<file path="src/rtl/joy_pkg.sv">
// Shared definitions for the joystick poll controller: register map, control
// and flag bit positions, FSM states and pad type codes.
package joy_pkg;

   localparam logic [2:0] ADDR_CTRL   = 3'd0;
   localparam logic [2:0] ADDR_PERIOD = 3'd1;
   localparam logic [2:0] ADDR_S1L    = 3'd2;
   localparam logic [2:0] ADDR_S1H    = 3'd3;
   localparam logic [2:0] ADDR_S2L    = 3'd4;
   localparam logic [2:0] ADDR_S2H    = 3'd5;
   localparam logic [2:0] ADDR_FLAGS  = 3'd6;
   localparam logic [2:0] ADDR_FRAME  = 3'd7;

   localparam int CTRL_RUN     = 0;
   localparam int CTRL_IRQ_EN  = 1;
   localparam int CTRL_P1_EN   = 2;
   localparam int CTRL_P2_EN   = 3;
   localparam int CTRL_ONESHOT = 4;

   localparam int FLAG_P1      = 0;
   localparam int FLAG_P2      = 1;
   localparam int FLAG_TIMEOUT = 6;
   localparam int FLAG_BUSY    = 7;

   localparam logic [3:0] CTRL_RESET = 4'hC;

   typedef enum logic [1:0] {
      IDLE    = 2'd0,
      REQ     = 2'd1,
      BUSY    = 2'd2,
      CAPTURE = 2'd3
   } poll_state_t;

   typedef enum logic [1:0] {
      PAD_3BTN      = 2'b00,
      PAD_6BTN_PART = 2'b01,
      PAD_6BTN      = 2'b10
   } pad_type_t;

   // High register byte layout for a {type, status} pad word.
   function automatic logic [7:0] pad_high_byte(input logic [13:0] pad);
      return {pad[13:12], 2'b00, pad[11:8]};
   endfunction

endpackage

</file>
<file path="src/rtl/joy_tick_gen.sv">
// Poll rate generator: a CLK_DIV prescaler producing base ticks, and a period
// counter that raises poll_req once every PERIOD ticks (PERIOD 0 acts as 1).
module joy_tick_gen #(
   parameter int CLK_DIV = 240
) (
   input  logic       clk,
   input  logic       reset,
   input  logic       run,
   input  logic [7:0] period,
   output logic       poll_req
);

   localparam int PW = (CLK_DIV > 1) ? $clog2(CLK_DIV) : 1;

   logic [PW-1:0] pre_cnt;
   logic [7:0]    per_cnt;
   logic [7:0]    eff_period;
   logic          tick;

   assign eff_period = (period == 8'd0) ? 8'd1 : period;
   assign tick       = run && (pre_cnt == PW'(CLK_DIV - 1));
   // >= rather than == so lowering PERIOD mid-count cannot strand the counter
   assign poll_req   = tick && (({1'b0, per_cnt} + 9'd1) >= {1'b0, eff_period});

   // Holding both counters at zero while stopped gives a clean restart on run 0->1.
   always_ff @(posedge clk or posedge reset) begin
      if (reset) begin
         pre_cnt <= '0;
         per_cnt <= '0;
      end else if (!run) begin
         pre_cnt <= '0;
         per_cnt <= '0;
      end else begin
         if (tick) begin
            pre_cnt <= '0;
         end else begin
            pre_cnt <= pre_cnt + PW'(1);
         end
         if (poll_req) begin
            per_cnt <= '0;
         end else if (tick) begin
            per_cnt <= per_cnt + 8'd1;
         end
      end
   end

endmodule

</file>
<file path="src/rtl/joy_poll_ctrl.sv">
// Poll scheduler and CPU register front-end for the two-port Sega joystick
// poller. Define JOY_DEBOUNCE_EN to require two matching captures per change.
module joy_poll_ctrl
   import joy_pkg::*;
#(
   parameter int CLK_DIV     = 240,
   parameter int TIMEOUT_CYC = 1023
) (
   input  logic        clk,
   input  logic        reset,
   input  logic        cs,
   input  logic        rd,
   input  logic        wr,
   input  logic [2:0]  addr,
   input  logic [7:0]  wdata,
   output logic [7:0]  rdata,
   output logic        irq,
   output logic        poll_start,
   input  logic        poll_busy,
   input  logic        poll_done,
   input  logic [11:0] status1,
   input  logic [11:0] status2,
   input  logic [1:0]  type1,
   input  logic [1:0]  type2
);

   localparam int TW = $clog2(TIMEOUT_CYC + 1);

   poll_state_t state, state_nxt;

   logic [3:0]    ctrl;
   logic [7:0]    period;
   logic [13:0]   shadow1, shadow2;
   logic [13:0]   cap1, cap2;
   logic [7:0]    hold1, hold2;
   logic          hold1_vld, hold2_vld;
   logic          flag_p1, flag_p2, flag_to;
   logic [7:0]    frame;
   logic [TW-1:0] to_cnt;

   logic poll_req;
   logic wr_en, rd_en;
   logic one_shot;
   logic timed_out;
   logic capt;
   logic upd1, upd2;
   logic set_to;
   logic flags_w1c;

   assign wr_en     = cs && wr;
   assign rd_en     = cs && rd;
   assign one_shot  = wr_en && (addr == ADDR_CTRL) && wdata[CTRL_ONESHOT];
   assign flags_w1c = wr_en && (addr == ADDR_FLAGS);
   assign timed_out = ((state == REQ) || (state == BUSY)) && (to_cnt == TW'(TIMEOUT_CYC));
   assign capt      = (state == CAPTURE);

   joy_tick_gen #(
      .CLK_DIV (CLK_DIV)
   ) u_tick (
      .clk      (clk),
      .reset    (reset),
      .run      (ctrl[CTRL_RUN]),
      .period   (period),
      .poll_req (poll_req)
   );

   always_ff @(posedge clk or posedge reset) begin
      if (reset) begin
         state <= IDLE;
      end else begin
         state <= state_nxt;
      end
   end

   // A done pulse arriving on the timeout cycle still counts as a completed poll.
   always_comb begin
      state_nxt  = state;
      poll_start = 1'b0;
      set_to     = 1'b0;
      unique case (state)
         IDLE: begin
            if ((poll_req && ctrl[CTRL_RUN]) || one_shot) begin
               state_nxt = REQ;
            end
         end
         REQ: begin
            poll_start = 1'b1;
            if (timed_out) begin
               state_nxt = IDLE;
               set_to    = 1'b1;
            end else if (poll_busy) begin
               state_nxt = BUSY;
            end
         end
         BUSY: begin
            if (poll_done) begin
               state_nxt = CAPTURE;
            end else if (timed_out) begin
               state_nxt = IDLE;
               set_to    = 1'b1;
            end
         end
         CAPTURE: begin
            state_nxt = IDLE;
         end
         default: begin
            state_nxt = IDLE;
         end
      endcase
   end

   always_ff @(posedge clk or posedge reset) begin
      if (reset) begin
         to_cnt <= '0;
      end else if (state == IDLE) begin
         to_cnt <= '0;
      end else if ((state == REQ) || (state == BUSY)) begin
         to_cnt <= to_cnt + TW'(1);
      end
   end

   always_ff @(posedge clk or posedge reset) begin
      if (reset) begin
         cap1 <= '0;
         cap2 <= '0;
      end else if ((state == BUSY) && poll_done) begin
         cap1 <= {type1, status1};
         cap2 <= {type2, status2};
      end
   end

`ifdef JOY_DEBOUNCE_EN
   logic [13:0] cand1, cand2;

   // Candidates start equal to the shadows, so a lone glitch never matches.
   always_ff @(posedge clk or posedge reset) begin
      if (reset) begin
         cand1 <= '0;
         cand2 <= '0;
      end else if (capt) begin
         if (ctrl[CTRL_P1_EN]) begin
            cand1 <= cap1;
         end
         if (ctrl[CTRL_P2_EN]) begin
            cand2 <= cap2;
         end
      end
   end

   assign upd1 = capt && ctrl[CTRL_P1_EN] && (cap1 != shadow1) && (cap1 == cand1);
   assign upd2 = capt && ctrl[CTRL_P2_EN] && (cap2 != shadow2) && (cap2 == cand2);
`else
   assign upd1 = capt && ctrl[CTRL_P1_EN] && (cap1 != shadow1);
   assign upd2 = capt && ctrl[CTRL_P2_EN] && (cap2 != shadow2);
`endif

   always_ff @(posedge clk or posedge reset) begin
      if (reset) begin
         shadow1 <= '0;
         shadow2 <= '0;
         frame   <= '0;
      end else begin
         if (upd1) begin
            shadow1 <= cap1;
         end
         if (upd2) begin
            shadow2 <= cap2;
         end
         if (capt) begin
            frame <= frame + 8'd1;
         end
      end
   end

   // Hardware set takes priority over a same-cycle write-1-to-clear.
   always_ff @(posedge clk or posedge reset) begin
      if (reset) begin
         flag_p1 <= 1'b0;
         flag_p2 <= 1'b0;
         flag_to <= 1'b0;
      end else begin
         flag_p1 <= upd1   || (flag_p1 && !(flags_w1c && wdata[FLAG_P1]));
         flag_p2 <= upd2   || (flag_p2 && !(flags_w1c && wdata[FLAG_P2]));
         flag_to <= set_to || (flag_to && !(flags_w1c && wdata[FLAG_TIMEOUT]));
      end
   end

   always_ff @(posedge clk or posedge reset) begin
      if (reset) begin
         ctrl   <= CTRL_RESET;
         period <= 8'd1;
      end else if (wr_en) begin
         if (addr == ADDR_CTRL) begin
            ctrl <= wdata[3:0];
         end
         if (addr == ADDR_PERIOD) begin
            period <= wdata;
         end
      end
   end

   always_ff @(posedge clk or posedge reset) begin
      if (reset) begin
         irq <= 1'b0;
      end else begin
         irq <= ctrl[CTRL_IRQ_EN] && (flag_p1 || flag_p2 || flag_to);
      end
   end

   // Low-byte reads snapshot the high byte so a two-byte read stays coherent.
   always_ff @(posedge clk or posedge reset) begin
      if (reset) begin
         rdata     <= '0;
         hold1     <= '0;
         hold2     <= '0;
         hold1_vld <= 1'b0;
         hold2_vld <= 1'b0;
      end else if (rd_en) begin
         unique case (addr)
            ADDR_CTRL:   rdata <= {4'b0000, ctrl};
            ADDR_PERIOD: rdata <= period;
            ADDR_S1L: begin
               rdata     <= shadow1[7:0];
               hold1     <= pad_high_byte(shadow1);
               hold1_vld <= 1'b1;
            end
            ADDR_S1H: begin
               rdata     <= hold1_vld ? hold1 : pad_high_byte(shadow1);
               hold1_vld <= 1'b0;
            end
            ADDR_S2L: begin
               rdata     <= shadow2[7:0];
               hold2     <= pad_high_byte(shadow2);
               hold2_vld <= 1'b1;
            end
            ADDR_S2H: begin
               rdata     <= hold2_vld ? hold2 : pad_high_byte(shadow2);
               hold2_vld <= 1'b0;
            end
            ADDR_FLAGS:  rdata <= {(state != IDLE), flag_to, 4'b0000, flag_p2, flag_p1};
            ADDR_FRAME:  rdata <= frame;
            default:     rdata <= '0;
         endcase
      end
   end

endmodule

</file>
<file path="config.mk">
export PLATFORM = sky130hd
export DESIGN_NAME = joy_poll_ctrl
export DESIGN_NICKNAME = d
export VERILOG_FILES = /design/src/rtl/joy_pkg.sv /design/src/rtl/joy_tick_gen.sv /design/src/rtl/joy_poll_ctrl.sv
export SDC_FILE = /design/constraint.sdc
export NUM_CORES = 1
export LEC_CHECK = 0
export ABC_AREA = 1
export ABC_CLOCK_PERIOD_IN_PS = 3800
export CORE_ASPECT_RATIO = 0.75
export CORE_MARGIN = 5
export CORE_UTILIZATION = 40
export CTS_CLUSTER_DIAMETER = 30
export DETAILED_ROUTE_END_ITERATION = 8
export PLACE_DENSITY = 0.68
export SETUP_SLACK_MARGIN = 0.4
export SYNTH_ARGS = -nofsm -noshare
export SYNTH_HDL_FRONTEND = slang
export SYNTH_HIERARCHICAL = 1
export SYNTH_SLANG_ARGS = --single-unit
export TNS_END_PERCENT = 1
</file>
<file path="constraint.sdc">
create_clock -name clk -period 3.8 [get_ports clk]
set_clock_uncertainty 0.1 [all_clocks]
set_input_delay 0.57 -clock clk [delete_from_list [all_inputs] [get_ports clk]]
set_output_delay 0.57 -clock clk [all_outputs]
set_load 0.02 [all_outputs]
</file>
==> summary.txt <==
Routing
  – WL met3: 903 µm
  – Vias post-DR: 5687
  – Max layer used: met4
  – Wire length per cell: 13.4 µm
  – Post-DR vias/cell: 4.76
  – Starting DRC count in detailed routing: 475
  – WL met1: 8630 µm
  – Met2 routed WL: 6330 µm
  – Final wirelength: 16000 µm
  – DRT antenna net count: 0
  – # DRC: 0
  – TritonRoute pass-1 iters: 5

CTS
  – H-tree levels: 4
  – CTS tree: yes
  – Post-CTS Setup Bufs: 0
  – Root Driver: clkbuf_16
  – CTS buffer count: 17
  – Hold buffer count at CTS: 0
  – # resized after CTS: 0
  – Later-pin clock latency in the skew report: 0.43 ns
  – Clock Tree Buf Depth: 2
  – Clock Pin Slew Worst Setup and Hold Paths: 0.05 ns
  – Clock sinks: 130

GRT
  – Vias in the first global route: 5456
  – First-pass GRT wire length: 27100 µm
  – Total gr overflow: 0
  – Initial antenna violation count: 0
  – Largest net degree at the start of global routing: 97
  – GRT Util Overall: 17.1%

Worst hold path
  – Min-Delay Path Class: reg -> reg
  – Worst hold stages: 1

STA
  – Worst Tran Pin Value: 0.808 ns
  – RSZ-0062 raised after global routing: false
  – Fmax: 352 MHz
  – Setup violations, final: 0
  – Hold Vio Cnt, Final: 0
  – Post-route minimum period: 2.84 ns
  – Max_slew headroom: 46.0%
  – Period utilization: 74.7%
  – Setup TNS: 0 ns
  – Fin. max-slew vios: 0

Synth
  – Synth warnings: 6
  – Seq/Total Area, Yosys: 47.1%
  – #FFs+latches synth: 130
  – Syn_nets: 973
  – Post-Syn Area: 6910 µm²
  – Most frequent cell after synthesis: nand2_1
  – Post-synth EDFFs: 0
  – Syn Area/Cell: 7.58 µm²
  – Ys async rst share: 100%
  – Synth area leader: dfrtp_1
  – Yosys top cell area share: 46.0%
  – Top post-synthesis cells by area: dfrtp_1 (46%), nand2_1 (16%), inv_1 (6.4%)
  – Top post-synthesis cells by count: nand2_1 (300), dfrtp_1 (127), inv_1 (117)
  – Synth Flop Type: dfrtp_1
  – Syn Inst Count: 911
  – Synth unique cells: 37

Critical path
  – Crit Path Class: reg -> reg
  – WP data required: 4.00 ns
  – Register-to-register setup slack: 0.96 ns
  – FF-to-FF path depth: 18
  – Crit-path cells: ha_1, nand3_2, xor2_1, inv_1, ha_1, nand2_1, nor2_1, nand2_1, nand3_1, nand2_1, nand2_1, nand2_1, a21oi_1, a21oi_1, nand2_1, nand3_2, nand2_1, o21ai_1
  – Most Frequent Cell on Critical Path: nand2_1
  – Critical path arrival: 3.04 ns
  – Critical Path Fanout Max: 9
  – Highest-delay cell along the critical path: dfrtp_1
  – Startpoint Class: register
  – Kind of end point of the critical path: register
  – CP peak stage delay: 0.43 ns

Floorplanning
  – Rows: 41
  – Die ar.: 20000 µm²
  – Die Width: 162 µm
  – Die Y: 124 µm
  – IO Count: 56
  – Initial Util: 40.9%
  – Core area: 16900 µm²

Place
  – Placed insts: 1162
  – Placer Congestion: 0.885
  – HPWL after DPL: 11700 µm
  – Port Buffers: 55

Layout
  – Area Overhead vs Synth: 19.6%
  – # diodes: 0
  – Nets: 1028
  – Fin cells: 1194
  – Fraction of layout cells with a size suffix above 1: 8.48%

Power
  – Total power per unit cell area: 652 nW/µm²
  – Maximum VDD drop: 0.290 mV
  – Static Leak: 4.22 nW

Flow run
  – Max_cap viols: 0

Status
  – Status: finished clean
## final timing paths
check,endpoint,from
worst max-delay path,state[0],u_tick/per_cnt[0]
worst min-delay path,u_tick/pre_cnt[7],u_tick/pre_cnt[7]
worst max register to register,state[0],u_tick/per_cnt[0]
worst min register to register,u_tick/pre_cnt[7],u_tick/pre_cnt[7]
max in group asynchronous,cap2[9],reset
min in group asynchronous,cap1[2],reset
## worst max-delay path, delay by kind of cell (launching register included)
kind	cells	cell delay [ns]
flip-flops	1	0.43
AND/OR/NAND/NOR	11	1.02
AO/OA/AOI/OAI	3	0.35
adder cells (fa/ha/maj)	2	0.57
XOR/XNOR	1	0.20
buffers and inverters	1	0.07
## layout by cell type, fill, tap and decap left out, types with 16 or more instances in the layout
master	instances
inv_1	116
nor2_1	83
nand3_1	54
a21oi_1	43
o21ai_0	59
clkdlybuf4s50_1	55
dfrtp_1	127
ha_1	16
clkbuf_16	17
nand2_1	299
## final cells by class
cell class	count	area [µm²]
clock buffer	24	492
clock inverter	8	149
fill	1606	8610
inverter	130	492
multi-input combinational	630	3030
sequential	130	3260
tap	215	269
timing repair buffer	57	578
## flip-flops by register name (all words and copies together) (netlist names), 2 cells and up
register and count:
frame 8, ctrl 4, cap1 14, cap2 14, u_tick/pre_cnt 8, period 8, to_cnt 10, rdata 8
shadow1 14, shadow2 14, u_tick/per_cnt 8, state 2, hold2 6, hold1 6
## kinds of logic (layout without fill, tap and decap cells)
kind of cell	count (synthesis)	after routing	synth area share, %
multiplexers	7	7	1.14
flip-flops	130	130	47.1
AND/OR/NAND/NOR	476	476	29.2
buffers and inverters	151	219	9.07
AO/OA/AOI/OAI	118	118	8.91
XOR/XNOR	13	13	1.65
adder cells (fa/ha/maj)	16	16	2.90
## metal layers
layer  GRT usage (%)  vias up
li1                -     2959
met2            23.3      139
met3            5.36       19
met4            4.44        0
met1            26.2     2570
met5               0        -
## through the flow
stage	worst slack, ns	total power [W]	hold WS (ns)	instance area, µm²	utilization, %
final	0.963	0.00539	0.364	8260	49.0
after global routing	0.654	0.00581	0.393	8260	49.0
after CTS	0.980	0.00542	0.360	8260	49.0
after detailed placement	1.07	0.00364	0.353	7620	45.2
after global placement	1.15	0.00359	0.350	7620	45.2
after floorplan	1.34	0.00318	0.332	6910	-
## power by group
part	internal, W	switching, W
Sequential	0.00182	0.000357
Combinational	0.000573	0.000875
Clock	0.00117	0.000591
Note: power is estimated with default switching activity, not from simulation.
